$ cat src/rtl/pla_sweep_driver_if.sv
//------------------------------------------------------------------------------
// Module  : pla_sweep_driver_if
// Brief   : Control, stimulus and result bundle of the PLA sweep driver.
// Revision: 1.0 - initial release
//------------------------------------------------------------------------------
`default_nettype none

interface pla_sweep_driver_if #(
  parameter int N_IN = 16
) ();
  logic            start;
  logic            abort;
  logic            z_in;
  logic [N_IN-1:0] x_out;
  logic            busy;
  logic            done;
  logic [N_IN:0]   ones_count;
  logic [N_IN-1:0] first_one;
  logic            first_one_valid;
  logic [15:0]     signature;

  modport master (
    output start, abort, z_in,
    input  x_out, busy, done, ones_count, first_one, first_one_valid, signature
  );

  modport slave (
    input  start, abort, z_in,
    output x_out, busy, done, ones_count, first_one, first_one_valid, signature
  );
endinterface

`default_nettype wire

$ cat src/rtl/pla_sweep_driver.sv
//------------------------------------------------------------------------------
// Module  : pla_sweep_driver
// Brief   : Exhaustive PLA input sweep with on-set count, first minterm and
//           16-bit serial response signature.
// Revision: 1.0 - initial release
//------------------------------------------------------------------------------
`default_nettype none

module pla_sweep_driver #(
  parameter int          N_IN     = 16,
  parameter int          SETTLE   = 1,
  parameter logic [15:0] SIG_POLY = 16'h1021
) (
  input wire                clk,
  input wire                rst_n,
  pla_sweep_driver_if.slave sweep
);

  typedef enum logic [1:0] {
    S_IDLE = 2'd0,
    S_RUN  = 2'd1,
    S_DONE = 2'd2
  } state_t;

  localparam logic [3:0]      C_SETTLE = 4'(SETTLE);
  localparam logic [N_IN-1:0] C_X_LAST = '1;
  localparam logic [N_IN-1:0] C_X_ONE  = N_IN'(1);

  state_t          state_q;
  logic [N_IN-1:0] x_q;
  logic [3:0]      cnt_q;
  logic [N_IN:0]   ones_q;
  logic [N_IN-1:0] first_q;
  logic            first_vld_q;
  logic [15:0]     sig_q;
  logic            busy_q;
  logic            done_q;

  logic [15:0]     sig_d;
  logic [N_IN:0]   ones_d;

  assign sig_d  = {sig_q[14:0], 1'b0} ^ ((sig_q[15] ^ sweep.z_in) ? SIG_POLY : 16'h0000);
  assign ones_d = ones_q + (N_IN+1)'(sweep.z_in);

  always_ff @(posedge clk or negedge rst_n) begin
    if (!rst_n) begin
      state_q     <= S_IDLE;
      x_q         <= '0;
      cnt_q       <= 4'd0;
      ones_q      <= '0;
      first_q     <= '0;
      first_vld_q <= 1'b0;
      sig_q       <= 16'h0000;
      busy_q      <= 1'b0;
      done_q      <= 1'b0;
    end else begin
      done_q <= 1'b0;
      case (state_q)
        S_IDLE: begin
          if (sweep.start) begin
            state_q     <= S_RUN;
            busy_q      <= 1'b1;
            x_q         <= '0;
            cnt_q       <= 4'd0;
            ones_q      <= '0;
            first_q     <= '0;
            first_vld_q <= 1'b0;
            sig_q       <= 16'h0000;
          end
        end
        S_RUN: begin
          // Abort wins over a sample due on the same edge; results stay as-is.
          if (sweep.abort) begin
            state_q <= S_IDLE;
            busy_q  <= 1'b0;
            x_q     <= '0;
            cnt_q   <= 4'd0;
          end else if (cnt_q != C_SETTLE) begin
            cnt_q <= cnt_q + 4'd1;
          end else begin
            cnt_q  <= 4'd0;
            ones_q <= ones_d;
            sig_q  <= sig_d;
            if (sweep.z_in && !first_vld_q) begin
              first_q     <= x_q;
              first_vld_q <= 1'b1;
            end
            if (x_q == C_X_LAST) begin
              state_q <= S_DONE;
              busy_q  <= 1'b0;
              done_q  <= 1'b1;
              x_q     <= '0;
            end else begin
              x_q <= x_q + C_X_ONE;
            end
          end
        end
        S_DONE: begin
          state_q <= S_IDLE;
        end
        default: begin
          state_q <= S_IDLE;
          busy_q  <= 1'b0;
        end
      endcase
    end
  end

  assign sweep.x_out           = x_q;
  assign sweep.busy            = busy_q;
  assign sweep.done            = done_q;
  assign sweep.ones_count      = ones_q;
  assign sweep.first_one       = first_q;
  assign sweep.first_one_valid = first_vld_q;
  assign sweep.signature       = sig_q;

endmodule

`default_nettype wire

$ cat src/flat_wrapper.sv
// flat-port wrapper written by rule: the top's interface ports become plain ports
module pla_sweep_driver_flat 
#(
  parameter int          N_IN     = 16,
  parameter int          SETTLE   = 1,
  parameter logic [15:0] SIG_POLY = 16'h1021
)
  (clk, rst_n, sweep_start, sweep_abort, sweep_z_in, sweep_x_out, sweep_busy, sweep_done, sweep_ones_count, sweep_first_one, sweep_first_one_valid, sweep_signature);
  pla_sweep_driver_if #(.N_IN(N_IN)) sweep_i ();
  input wire clk;
  input wire rst_n;
  input wire logic [$bits(sweep_i.start)-1:0] sweep_start;
  input wire logic [$bits(sweep_i.abort)-1:0] sweep_abort;
  input wire logic [$bits(sweep_i.z_in)-1:0] sweep_z_in;
  output wire logic [$bits(sweep_i.x_out)-1:0] sweep_x_out;
  output wire logic [$bits(sweep_i.busy)-1:0] sweep_busy;
  output wire logic [$bits(sweep_i.done)-1:0] sweep_done;
  output wire logic [$bits(sweep_i.ones_count)-1:0] sweep_ones_count;
  output wire logic [$bits(sweep_i.first_one)-1:0] sweep_first_one;
  output wire logic [$bits(sweep_i.first_one_valid)-1:0] sweep_first_one_valid;
  output wire logic [$bits(sweep_i.signature)-1:0] sweep_signature;
  assign sweep_i.start = sweep_start;
  assign sweep_i.abort = sweep_abort;
  assign sweep_i.z_in = sweep_z_in;
  assign sweep_x_out = sweep_i.x_out;
  assign sweep_busy = sweep_i.busy;
  assign sweep_done = sweep_i.done;
  assign sweep_ones_count = sweep_i.ones_count;
  assign sweep_first_one = sweep_i.first_one;
  assign sweep_first_one_valid = sweep_i.first_one_valid;
  assign sweep_signature = sweep_i.signature;
  pla_sweep_driver #(.N_IN(N_IN), .SETTLE(SETTLE), .SIG_POLY(SIG_POLY)) u_core (.clk(clk), .rst_n(rst_n), .sweep(sweep_i));
endmodule
$ cat config.mk
export PLATFORM = sky130hd
export DESIGN_NAME = pla_sweep_driver_flat
export DESIGN_NICKNAME = d
export VERILOG_FILES = /design/src/rtl/pla_sweep_driver_if.sv /design/src/rtl/pla_sweep_driver.sv /design/src/flat_wrapper.sv
export SDC_FILE = /design/constraint.sdc
export NUM_CORES = 1
export LEC_CHECK = 0
export BUFFER_PORTS_ARGS = -buffer_cell sky130_fd_sc_hd__buf_2
export CAP_MARGIN = 20
export CELL_PAD_IN_SITES_DETAIL_PLACEMENT = 1
export CELL_PAD_IN_SITES_GLOBAL_PLACEMENT = 1
export CORE_MARGIN = 2
export CORE_UTILIZATION = 42
export DETAILED_ROUTE_END_ITERATION = 12
export PLACE_DENSITY_LB_ADDON = 0.12
export SYNTH_ARGS = -nofsm -noshare
export SYNTH_HDL_FRONTEND = slang
export SYNTH_SLANG_ARGS = --single-unit
$ cat constraint.sdc
create_clock -name clk -period 2.7 [get_ports clk]
set_clock_uncertainty 0.1 [all_clocks]
set_input_delay 0.54 -clock clk [delete_from_list [all_inputs] [get_ports clk]]
set_output_delay 0.54 -clock clk [all_outputs]
set_load 0.1 [all_outputs]
==> impl_metrics.py <==
metrics = {
    "logic_synthesis": {
        "netlist-cell-type-count": 48,
        "synth_cells": 362,
        "syn_area_per_cell_um2": 9.90,
        "synthFlopType": "dfrtp_1",
        "yosys.area.top_type_share_pct": 51.7,
        "syn_area_mm2": 0.00358,
        "synth-edff-count": 0,
        "synth_area_leaders": "dfrtp_1 (52%), nand2_1 (5.9%), nand3_1 (4.3%), a22o_1 (3.9%), o21ai_1 (2.5%)",
        "async_flop_share_pct": 100,
        "synth-seq-cells": 74,
        "yosysSeqAreaShare_pct": 51.7,
        "synth_top_area_cell": "dfrtp_1",
        "yosys_warnings": 0,
        "syn_nets": 372,
    },
    "route": {
        "drt-total-wl_mm": 10.2,
        "vias": 3196,
        "post-route-drc-count": 0,
        "viasPerCell": 5.83,
        "postRouteAntennaNets": 0,
        "wire_per_inst_um": 18.5,
        "initialDrtViolationCount": 118,
        "dr.pass1.iters": 4,
    },
    "layout": {
        "area_growth_pct": 21.6,
        "layout.nets": 448,
        "antenna_cells": 0,
        "layout-drive-gt1-share_pct": 24.2,
        "num-fill-cells": 934,
    },
    "cts": {
        "max-clock-path-buffers": 2,
        "cts_resized": 0,
        "cts_max_level": 3,
        "clkTransAtPathRegs_ns": 0.09,
        "cts_num_sinks": 74,
        "cts-root-buf": "clkbuf_8",
        "clock_latency_ns": 0.35,
        "cts_setup_buffers": 0,
        "cts_made_buffers": 9,
        "ctsHoldBuffers": 0,
        "cts_tree": "done",
    },
    "worst_setup_path": {
        "critPathRequiredTime_ns": 2.87,
        "critPathArrivalTime_ns": 2.51,
        "cp_max_fo": 10,
        "cp-end-kind": "register",
        "ff2ff_path_depth": 6,
        "critPathKind": "reg2reg",
        "start_kind": "register",
    },
    "global_route": {
        "busiest_layer": "met2",
        "grt_pass1_vias": 3157,
        "antenna_found_initial": 0,
        "grt_pass1_wl_mm": 16.3,
        "use_met2_pct": 37.0,
        "track_usage_pct": 23.0,
        "grt_use_met3_pct": 4.58,
        "grt_max_degree": 48,
        "use_met1_pct": 31.8,
        "gr-total-overflow": 0,
    },
    "power_and_ir_drop": {
        "cellPowerDensity_mw_per_mm2": 852,
        "worst_ir_drop_vdd_mv": 0.421,
        "p_total_uw": 3710,
        "p_leak_uw": 0.00214,
    },
    "timing": {
        "hold_viol": 0,
        "fmax_mhz": 427,
        "tightest_slew_ns": 0.738,
        "rsz0062_at_grt": "no",
        "fin_setup_tns_ns": 0,
        "post-route-min-period_ns": 2.34,
        "finalSetupViolCount": 0,
        "slew_viol_final": 0,
        "relSlewSlack_pct": 50.4,
        "fin_crit_sh_pct": 86.8,
    },
    "die": {
        "core_mm2": 0.00826,
        "rows": 33,
        "die_area_mm2": 0.00929,
        "initial_utilization_pct": 43.4,
        "die-width_um": 96.4,
        "io_pins": 73,
        "die_h_um": 96.4,
    },
    "place": {
        "dp_hpwl_mm": 6.92,
        "io_buffers": 72,
        "finalWeightedCongestion": 0.772,
    },
    "outcome": {
        "status": "finished, final reports clean",
    },
    "hold_path": {
        "hold_class": "in2async",
    },
    "job": {
        "drv_cap": 0,
    },
}
## where the power goes
part	switching, µW	internal, µW
clock	459	719
combinational	994	259
sequential	97.8	1190
## per-layer routing
metal	share of wire [%]	wire length, µm
met1	47	4730
met5	0	0
met2	48	4860
met3	4.1	418
met4	1.4	146
## cells in the mapped netlist (9+ instances only)
cell / count
dfrtp_1: 74
nand2_1: 56
nand3_1: 31
o21ai_1: 18
a22o_1: 16
a21oi_1: 14
nand4_1: 13
nor3_1: 10
clkbuf_1: 9
o31ai_1: 9
## layout make-up
| cell class | instances | area, µm² | share of cell area (%) |
|---|---|---|---|
| clock buffer | 9 | 124 | 2.84 |
| clock inverter | 7 | 149 | 3.41 |
| inverter | 8 | 30.0 | 0.689 |
| multi-input combinational | 261 | 1610 | 36.9 |
| sequential | 74 | 1850 | 42.5 |
| tap | 105 | 131 | 3.01 |
| timing repair buffer | 84 | 465 | 10.7 |
## registers in the layout, indices dropped and copies added (netlist names)
signal,cells
u_core.sweep.ones_count,17
u_core.sweep.first_one,16
u_core.sweep.signature,16
u_core.sweep.x_out,16
u_core.cnt_q,4
u_core.state_q,2
u_core.sweep.busy,1
u_core.sweep.done,1
u_core.sweep.first_one_valid,1
## worst max-delay path, stage by stage, from the launching register on
cell and delay [ns]:
dfrtp_1 0.42, inv_1 0.09, ha_1 0.16, nor3b_4 0.39, o21ai_1 0.36, or4_1 0.56
a21oi_1 0.18
## layout by cell type, fill, tap and decap left out, types with 3 or more instances in the layout
cell type  netlist  final
a21oi_1         14     14
a22o_1          16     16
a22oi_1          4      4
and4_1           8      8
buf_2            6     71
buf_4            2     12
bufinv_16        0      4
clkbuf_8         0      9
dfrtp_1         74     74
ha_1             5      5
inv_1            8      8
nand2_1         56     56
nand2b_1         5      5
nand3_1         31     31
nand4_1         13     13
nor2_1           8      8
nor3_1          10     10
nor4_1           4      4
o21ai_0          4      4
o21ai_1         18     18
o311ai_1         3      3
o31ai_1          9      9
o41ai_1          3      3
or3_1            7      7
or3b_1           3      3
or4_1            6      6
xnor2_1          4      4
xor2_1           5      5
## final timing paths
check	from	endpoint	slack, ns
min reg2reg	u_core.sweep.first_one[5]	u_core.sweep.first_one[5]	0.40
max in group asynchronous	rst_n	u_core.sweep.x_out[15]	1.81
min in group clk	u_core.sweep.first_one[5]	u_core.sweep.first_one[5]	0.40
min	rst_n	u_core.sweep.first_one[1]	0.11
max reg2reg	u_core.cnt_q[1]	u_core.sweep.x_out[6]	0.36
max	u_core.cnt_q[1]	u_core.sweep.x_out[6]	0.36
## kinds of logic (layout without fill, tap and decap cells)
group | after synthesis | in the layout | synth area share [%]
adder cells (fa/ha/maj) | 5 | 5 | 1.75
multiplexers | 2 | 2 | 0.558
buffers and inverters | 27 | 108 | 3.46
AND/OR/NAND/NOR | 161 | 161 | 24.0
AO/OA/AOI/OAI | 84 | 84 | 16.4
XOR/XNOR | 9 | 9 | 2.20
flip-flops | 74 | 74 | 51.7
## per-stage QoR
stage	hold slack (ns)	util [%]	instances	cell area [µm²]	setup WS, ns
2_1_floorplan	0.144	-	362	3580	0.0748
3_3_place_gp	0.374	49.5	532	4090	0.403
3_5_place_dp	0.379	49.5	532	4090	0.331
4_1_cts	0.131	52.8	548	4360	0.362
5_1_grt	0.154	52.8	548	4360	0.138
6_report	0.107	52.8	548	4360	0.356
Power figures use the tool's default switching activity.
